==> src/rtl/cnt_ctrl_pkg.sv <==
// Shared types and constants for the cascaded-counter load controller.
package cnt_ctrl_pkg;

  localparam int unsigned CNT_W = 8;

  typedef enum logic [1:0] {
    StIdle,
    StLoad,
    StRun,
    StFin
  } state_e;

endpackage

==> src/rtl/cnt_load_ctrl.sv <==
// Load/enable controller for two cascaded 4-bit counters; runs REPS terminal-count periods.
// Optional macro CNT_LOAD_CTRL_AUTO_RELOAD_EN: FIN returns to LOAD and runs repeat until abort.
import cnt_ctrl_pkg::*;

module cnt_load_ctrl #(
  parameter int unsigned REPS_W = 4
) (
  input  logic              CLK,
  input  logic              CLR,
  input  logic              START,
  input  logic              ABORT,
  input  logic [CNT_W-1:0]  PRESET,
  input  logic [REPS_W-1:0] REPS,
  input  logic              RCO_IN,
  output logic              LD_L,
  output logic              ENP,
  output logic              ENT,
  output logic [3:0]        D_LO,
  output logic [3:0]        D_HI,
  output logic              BUSY,
  output logic              DONE
);

  localparam logic [REPS_W-1:0] RepOne = 1;

  state_e             state_q;
  logic [REPS_W-1:0]  rep_cnt_q;
  logic [REPS_W-1:0]  reps_q;
  logic [CNT_W-1:0]   preset_q;
  logic               last_rep;
  logic               reload;

  // reps_q is never 0 while running, so this compare cannot underflow in RUN.
  assign last_rep = (rep_cnt_q == (reps_q - RepOne));

  always_ff @(posedge CLK or posedge CLR) begin
    if (CLR) begin
      state_q   <= StIdle;
      rep_cnt_q <= '0;
      reps_q    <= '0;
      preset_q  <= '0;
    end else begin
      unique case (state_q)
        StIdle: begin
          if (START) begin
            preset_q <= PRESET;
            reps_q   <= (REPS == '0) ? RepOne : REPS;
            state_q  <= StLoad;
          end
        end
        StLoad: begin
          if (ABORT) begin
            state_q <= StIdle;
          end else begin
            rep_cnt_q <= '0;
            state_q   <= StRun;
          end
        end
        StRun: begin
          if (ABORT) begin
            state_q <= StIdle;
          end else if (RCO_IN) begin
            if (last_rep) begin
              state_q <= StFin;
            end else begin
              rep_cnt_q <= rep_cnt_q + RepOne;
            end
          end
        end
        StFin: begin
`ifdef CNT_LOAD_CTRL_AUTO_RELOAD_EN
          state_q <= StLoad;
`else
          state_q <= StIdle;
`endif
        end
        default: state_q <= StIdle;
      endcase
    end
  end

  // Mid-run reload must hit the counters on the same edge that follows RCO.
  always_comb begin
    reload = (state_q == StRun) && RCO_IN && !ABORT && !last_rep;
    LD_L   = !((state_q == StLoad) || reload);
    ENP    = (state_q == StRun);
    ENT    = (state_q == StRun);
    BUSY   = (state_q == StLoad) || (state_q == StRun);
    DONE   = (state_q == StFin);
  end

  assign D_LO = preset_q[3:0];
  assign D_HI = preset_q[7:4];

endmodule

==> config.mk <==
export PLATFORM = sky130hd
export DESIGN_NAME = cnt_load_ctrl
export DESIGN_NICKNAME = d
export VERILOG_FILES = /design/src/rtl/cnt_ctrl_pkg.sv /design/src/rtl/cnt_load_ctrl.sv
export SDC_FILE = /design/constraint.sdc
export NUM_CORES = 1
export LEC_CHECK = 0
export ABC_AREA = 1
export BUFFER_PORTS_ARGS = -buffer_cell sky130_fd_sc_hd__clkbuf_2
export CORE_UTILIZATION = 46
export DETAILED_ROUTE_END_ITERATION = 16
export PLACE_DENSITY = 0.86
export SETUP_SLACK_MARGIN = 0.02
export SYNTH_ARGS = -nofsm -noshare
export SYNTH_HDL_FRONTEND = slang
export SYNTH_SLANG_ARGS = --single-unit
==> constraint.sdc <==
create_clock -name CLK -period 1.5 [get_ports CLK]
set_input_delay 0.225 -clock CLK [delete_from_list [all_inputs] [get_ports CLK]]
set_output_delay 0.225 -clock CLK [all_outputs]
set_load 0.03 [all_outputs]
# After elaboration in Yosys (flattened, before gate mapping)
# Index checks and enable logic that the tools add are counted.
# totals
register_bits	18
out_inout_bits	13
# classes
add_sub_neg	2
n_eq_ne	11
mux	12
reduce_logical	14
# op_table
cell	n
4-bit two-way mux	5
2-bit two-way mux	5
2-bit inequality test (second input constant)	5
2-bit case mux with 4 select lines	1
4-bit case mux with 2 select lines	1
5-bit AND reduction	1
4-bit by 1-bit adder with 4-bit output (second input constant)	1
2-bit equality test (second input constant)	2
4-bit equality test	1
4-bit zero test	1
4-bit by 1-bit subtractor with 4-bit output (second input constant)	1
1-bit logical AND	3
1-bit zero test	3
3-bit by 2-bit inequality test with 1-bit output (second input constant)	1
3-bit inequality test (second input constant)	1
3-bit AND reduction	1
2-bit by 1-bit equality test with 1-bit output (second input constant)	1
2-bit zero test	1
1-bit logical OR	2
2-bit AND reduction	1
2-bit nonzero test	1

# Depth between registers and ports, before layout
# depth
depth_word	6
depth_mapped	12
depth_no_buf	12

# Least setup slack after synthesis
# Ideal clock, no wire load.
# synth_timing
path_type	register -> output
start	register reps_q[0]
end	output port LD_L
t_arrival_ns	1.670
required_time_ns	1.275
setup_slack_ns	-0.395
stages_incl_launch_ff	10
path_buffers	0
cell_sequence	dfrtp_1 inv_1 ha_1 nand2_1 inv_1 nor2_1 nand2_1 nor2_4 nand2_4 a31oi_1
# synth_between
elab_chain_cells	6
# synth_rtl
element	line_no	source
start, declared	cnt_load_ctrl.sv:28	logic [REPS_W-1:0] reps_q;
start signal, assigned	cnt_load_ctrl.sv:47	reps_q <= (REPS == '0) ? RepOne : REPS;
4-bit by 1-bit subtractor with 4-bit output	cnt_load_ctrl.sv:34	assign last_rep = (rep_cnt_q == (reps_q - RepOne));
4-bit equality test	cnt_load_ctrl.sv:34	
1-bit zero test	cnt_load_ctrl.sv:84	reload = (state_q == StRun) && RCO_IN && !ABORT && !last_rep;
1-bit logical AND	cnt_load_ctrl.sv:84	
1-bit logical OR	cnt_load_ctrl.sv:85	LD_L = !((state_q == StLoad) || reload);
1-bit zero test	cnt_load_ctrl.sv:85	
end, declared	cnt_load_ctrl.sv:15	output logic LD_L,
# No other way between the ends.

# Worst setup path in the final report
# layout_timing
start	register reps_q[1]
end	output port LD_L
# The elaborated chain is that of the path after synthesis.

==> impl_metrics.py <==
metrics = {
    "setup_path": {
        "cp-end-kind": "primary output",
        "required_ns": 1.27,
        "startpoint_type": "flop",
        "rr_worst_depth": 12,
        "worstPathArrival_ns": 1.68,
        "rrSetupSlack_ns": -0.18,
        "critPathLaunch": "reps_q[1]",
        "path_max_fanout": 2,
        "reg2reg_to": "state_q[1]",
        "rr_startpoint": "reps_q[1]",
        "setup.worst_path.end": "LD_L",
        "crit_type": "reg -> out",
    },
    "layout": {
        "num-fill-cells": 176,
        "area_growth_pct": 36.7,
        "seq_area_um2": 452,
        "multi_input_area_um2": 584,
        "layout_common_cells": "nand2_1 (27), clkbuf_2 (24), dfrtp_1 (17), inv_1 (10)",
        "drive_above_1_share_pct": 46.6,
        "nNetsFinal": 186,
        "antennaDiodeCount": 0,
        "finalInstanceArea_um2": 1450,
        "final_common_cell": "nand2_1",
    },
    "sta": {
        "setup_ws_ns": -0.407,
        "skew_ns": 0.00203,
        "slew-limit-headroom_pct": 53.2,
        "max_slew.worst_pin.slew_ns": 0.701,
        "rsz0062_at_grt": "yes",
        "finalCriticalPeriod_ns": 1.91,
        "setup_viol": 7,
        "hold_viol_final": 0,
        "slew_viol_final": 0,
        "max_freq_mhz": 524,
        "post-route-period-util_pct": 127,
    },
    "drt": {
        "vias": 954,
        "antenna_left": 0,
        "viasPerCell": 5.05,
        "drt-total-wl_um": 2420,
        "dr.pass1.iters": 4,
        "remaining_drc_errors": 0,
        "drt_first_iter_violations": 18,
        "wire_per_inst_um": 12.8,
    },
    "floorplanning": {
        "dieWidth_um": 50.1,
        "core_area_um2": 2190,
        "boundaryPins": 30,
        "die_area_um2": 2510,
        "initial_core_util_pct": 48.5,
        "die_h_um": 50.1,
        "rows": 17,
    },
    "grt": {
        "grt_usage_pct": 20.2,
        "grt_max_degree": 19,
        "grt_pass1_vias": 935,
        "antenna_found_initial": 0,
        "overflow": 0,
        "grt_pass1_wl_um": 3800,
    },
    "job": {
        "cap_violations": 0,
    },
    "place": {
        "gp_congestion": 0.773,
        "post-place-ws_ns": -0.207,
        "hpwl_um": 1730,
        "place_area_um2": 1300,
        "port-buffer-count": 29,
    },
    "synthesis": {
        "synth_top_area_share_pct": 42.4,
        "synthesis.area_um2": 1060,
        "ys_seq_area_share_pct": 42.4,
        "netlist_instances": 121,
        "synth_compound_area_share_pct": 5.42,
        "synthDistinctLibCells": 24,
        "ys_ff_latch": 18,
        "synth_area_leader_cell": "dfrtp_1",
        "syn_area_per_cell_um2": 8.78,
        "synthSimpleGateAreaFrac_pct": 23.4,
        "synth_fa_ha_area_share_pct": 8.24,
        "ys_top_cells_by_area": "dfrtp_1 (42%), nand2_1 (10%), mux2_2 (8.5%)",
        "synthMuxAreaShare_pct": 8.48,
        "syn_nets": 145,
        "synth_top_family_by_area": "simple AND/OR/NAND/NOR gates",
        "yosysWarnings": 0,
        "synth_xor_area_share_pct": 3.30,
    },
    "clock_network": {
        "postCtsHoldBufs": 0,
        "clock-sinks": 18,
        "numCtsBuffers": 3,
        "cts-root-buf": "clkbuf_4",
        "cts_tree": "yes",
        "insertion_delay_ns": 0.28,
        "cts_buffer_depth": 2,
        "clkTransAtPathRegs_ns": 0.10,
        "cts-htree-levels": 1,
    },
    "power_and_ir_drop": {
        "power.total_mw": 3.32,
        "p_per_area_nw_per_um2": 2290,
        "p_leak_nw": 0.781,
        "ir_drop_mv": 1.64,
    },
    "status": {
        "violations": "negative setup slack",
        "status": "complete, but fails checks",
    },
    "min_path": {
        "hold_class": "in -> async",
    },
}
-- metrics by stage --
step / hold slack, ns / std cells / setup TNS, ns / util, %
6_report: 0.0115 / 189 / -1.28 / 66.3
5_1_grt: 0.0549 / 189 / -2.01 / 66.3
4_1_cts: 0.0211 / 185 / -1.48 / 63.0
3_5_place_dp: 0.344 / 179 / -1.10 / 59.4
3_3_place_gp: 0.319 / 179 / -0.608 / 59.4
2_1_floorplan: 0.164 / 121 / -0.0822 / -
-- cells by family (layout without fill, tap and decap cells) --
| family | count (synthesis) | after routing |
|---|---|---|
| AOI/OAI and AO/OA | 8 | 8 |
| xor gates and xnor gates | 4 | 4 |
| adders and majority gates | 7 | 7 |
| buffers and inverters | 23 | 63 |
| DFF | 18 | 18 |
| muxes | 8 | 8 |
| and+or+nand+nor | 53 | 53 |
-- flip-flops by register name, summed over array words and instances (netlist names) --
signal,count
rep_cnt_q,4
reps_q,4
preset_q,8
state_q,2
-- cell usage after synthesis --
cell / instances
a211o_1: 1
nand3_1: 4
or2_2: 1
o21ai_0: 4
mux2_2: 8
dfrtp_1: 18
a31oi_1: 2
nor2_1: 7
inv_2: 3
buf_4: 1
nand4_1: 6
o21ai_4: 1
inv_1: 15
xnor2_1: 1
nand2_2: 2
nand2_1: 29
buf_2: 2
nor3_1: 1
ha_1: 7
nor2_4: 1
clkinv_1: 2
xor2_1: 3
nand3_2: 1
nand2_4: 1
-- routing by layer --
metal | share of wire, % | up-vias | wire [um] | global-route usage [%]
met1 | 39 | 452 | 933 | 22.2
met5 | 0 | - | 0 | 0
met3 | 4.8 | 8 | 117 | 2.78
met4 | 2.4 | 0 | 57 | 6.19
met2 | 54 | 32 | 1310 | 38.9
li1 | - | 462 | - | -
-- repair_timing --
action,4_1_cts,5_1_grt
setup buffers,3,4
pin swaps,6,1
resized for setup,9,18
endpoints found under the hold margin,0,0
setup endpoints to repair,10,11
-- power breakdown --
| group | internal, mW | total, mW | switching [mW] | leakage [nW] |
|---|---|---|---|---|
| clock network | 0.148 | 0.298 | 0.150 | 0.0210 |
| registers | 0.695 | 0.856 | 0.160 | 0.223 |
| logic | 0.942 | 2.17 | 1.23 | 0.537 |
-- worst max-delay path: stages (launching register included) --
cell      delay, ns
dfrtp_1        0.39
clkinv_2       0.09
ha_4           0.27
nor2_1         0.03
nor2_1         0.08
nand2_1        0.08
nor2_4         0.11
nand2_4        0.06
a31oi_4        0.14
buf_8          0.14
-- worst min path at each step --
stage	to	slack [ns]	depth (start not counted)
after floorplan	preset_q[0]	0.16	1
after global placement	preset_q[5]	0.32	2
after detailed placement	preset_q[1]	0.34	2
after CTS	preset_q[1]	0.02	2
after global routing	preset_q[4]	0.05	2
final	preset_q[5]	0.01	2
-- final cells by class --
type                       instances  area share (%)
clock buffer                       4            2.50
inverter                          20            5.43
multi-input combinational         80            40.2
sequential                        18            31.1
tap                               28            2.41
timing repair buffer              39            18.3
No activity file was read; power rests on OpenSTA's default activity.
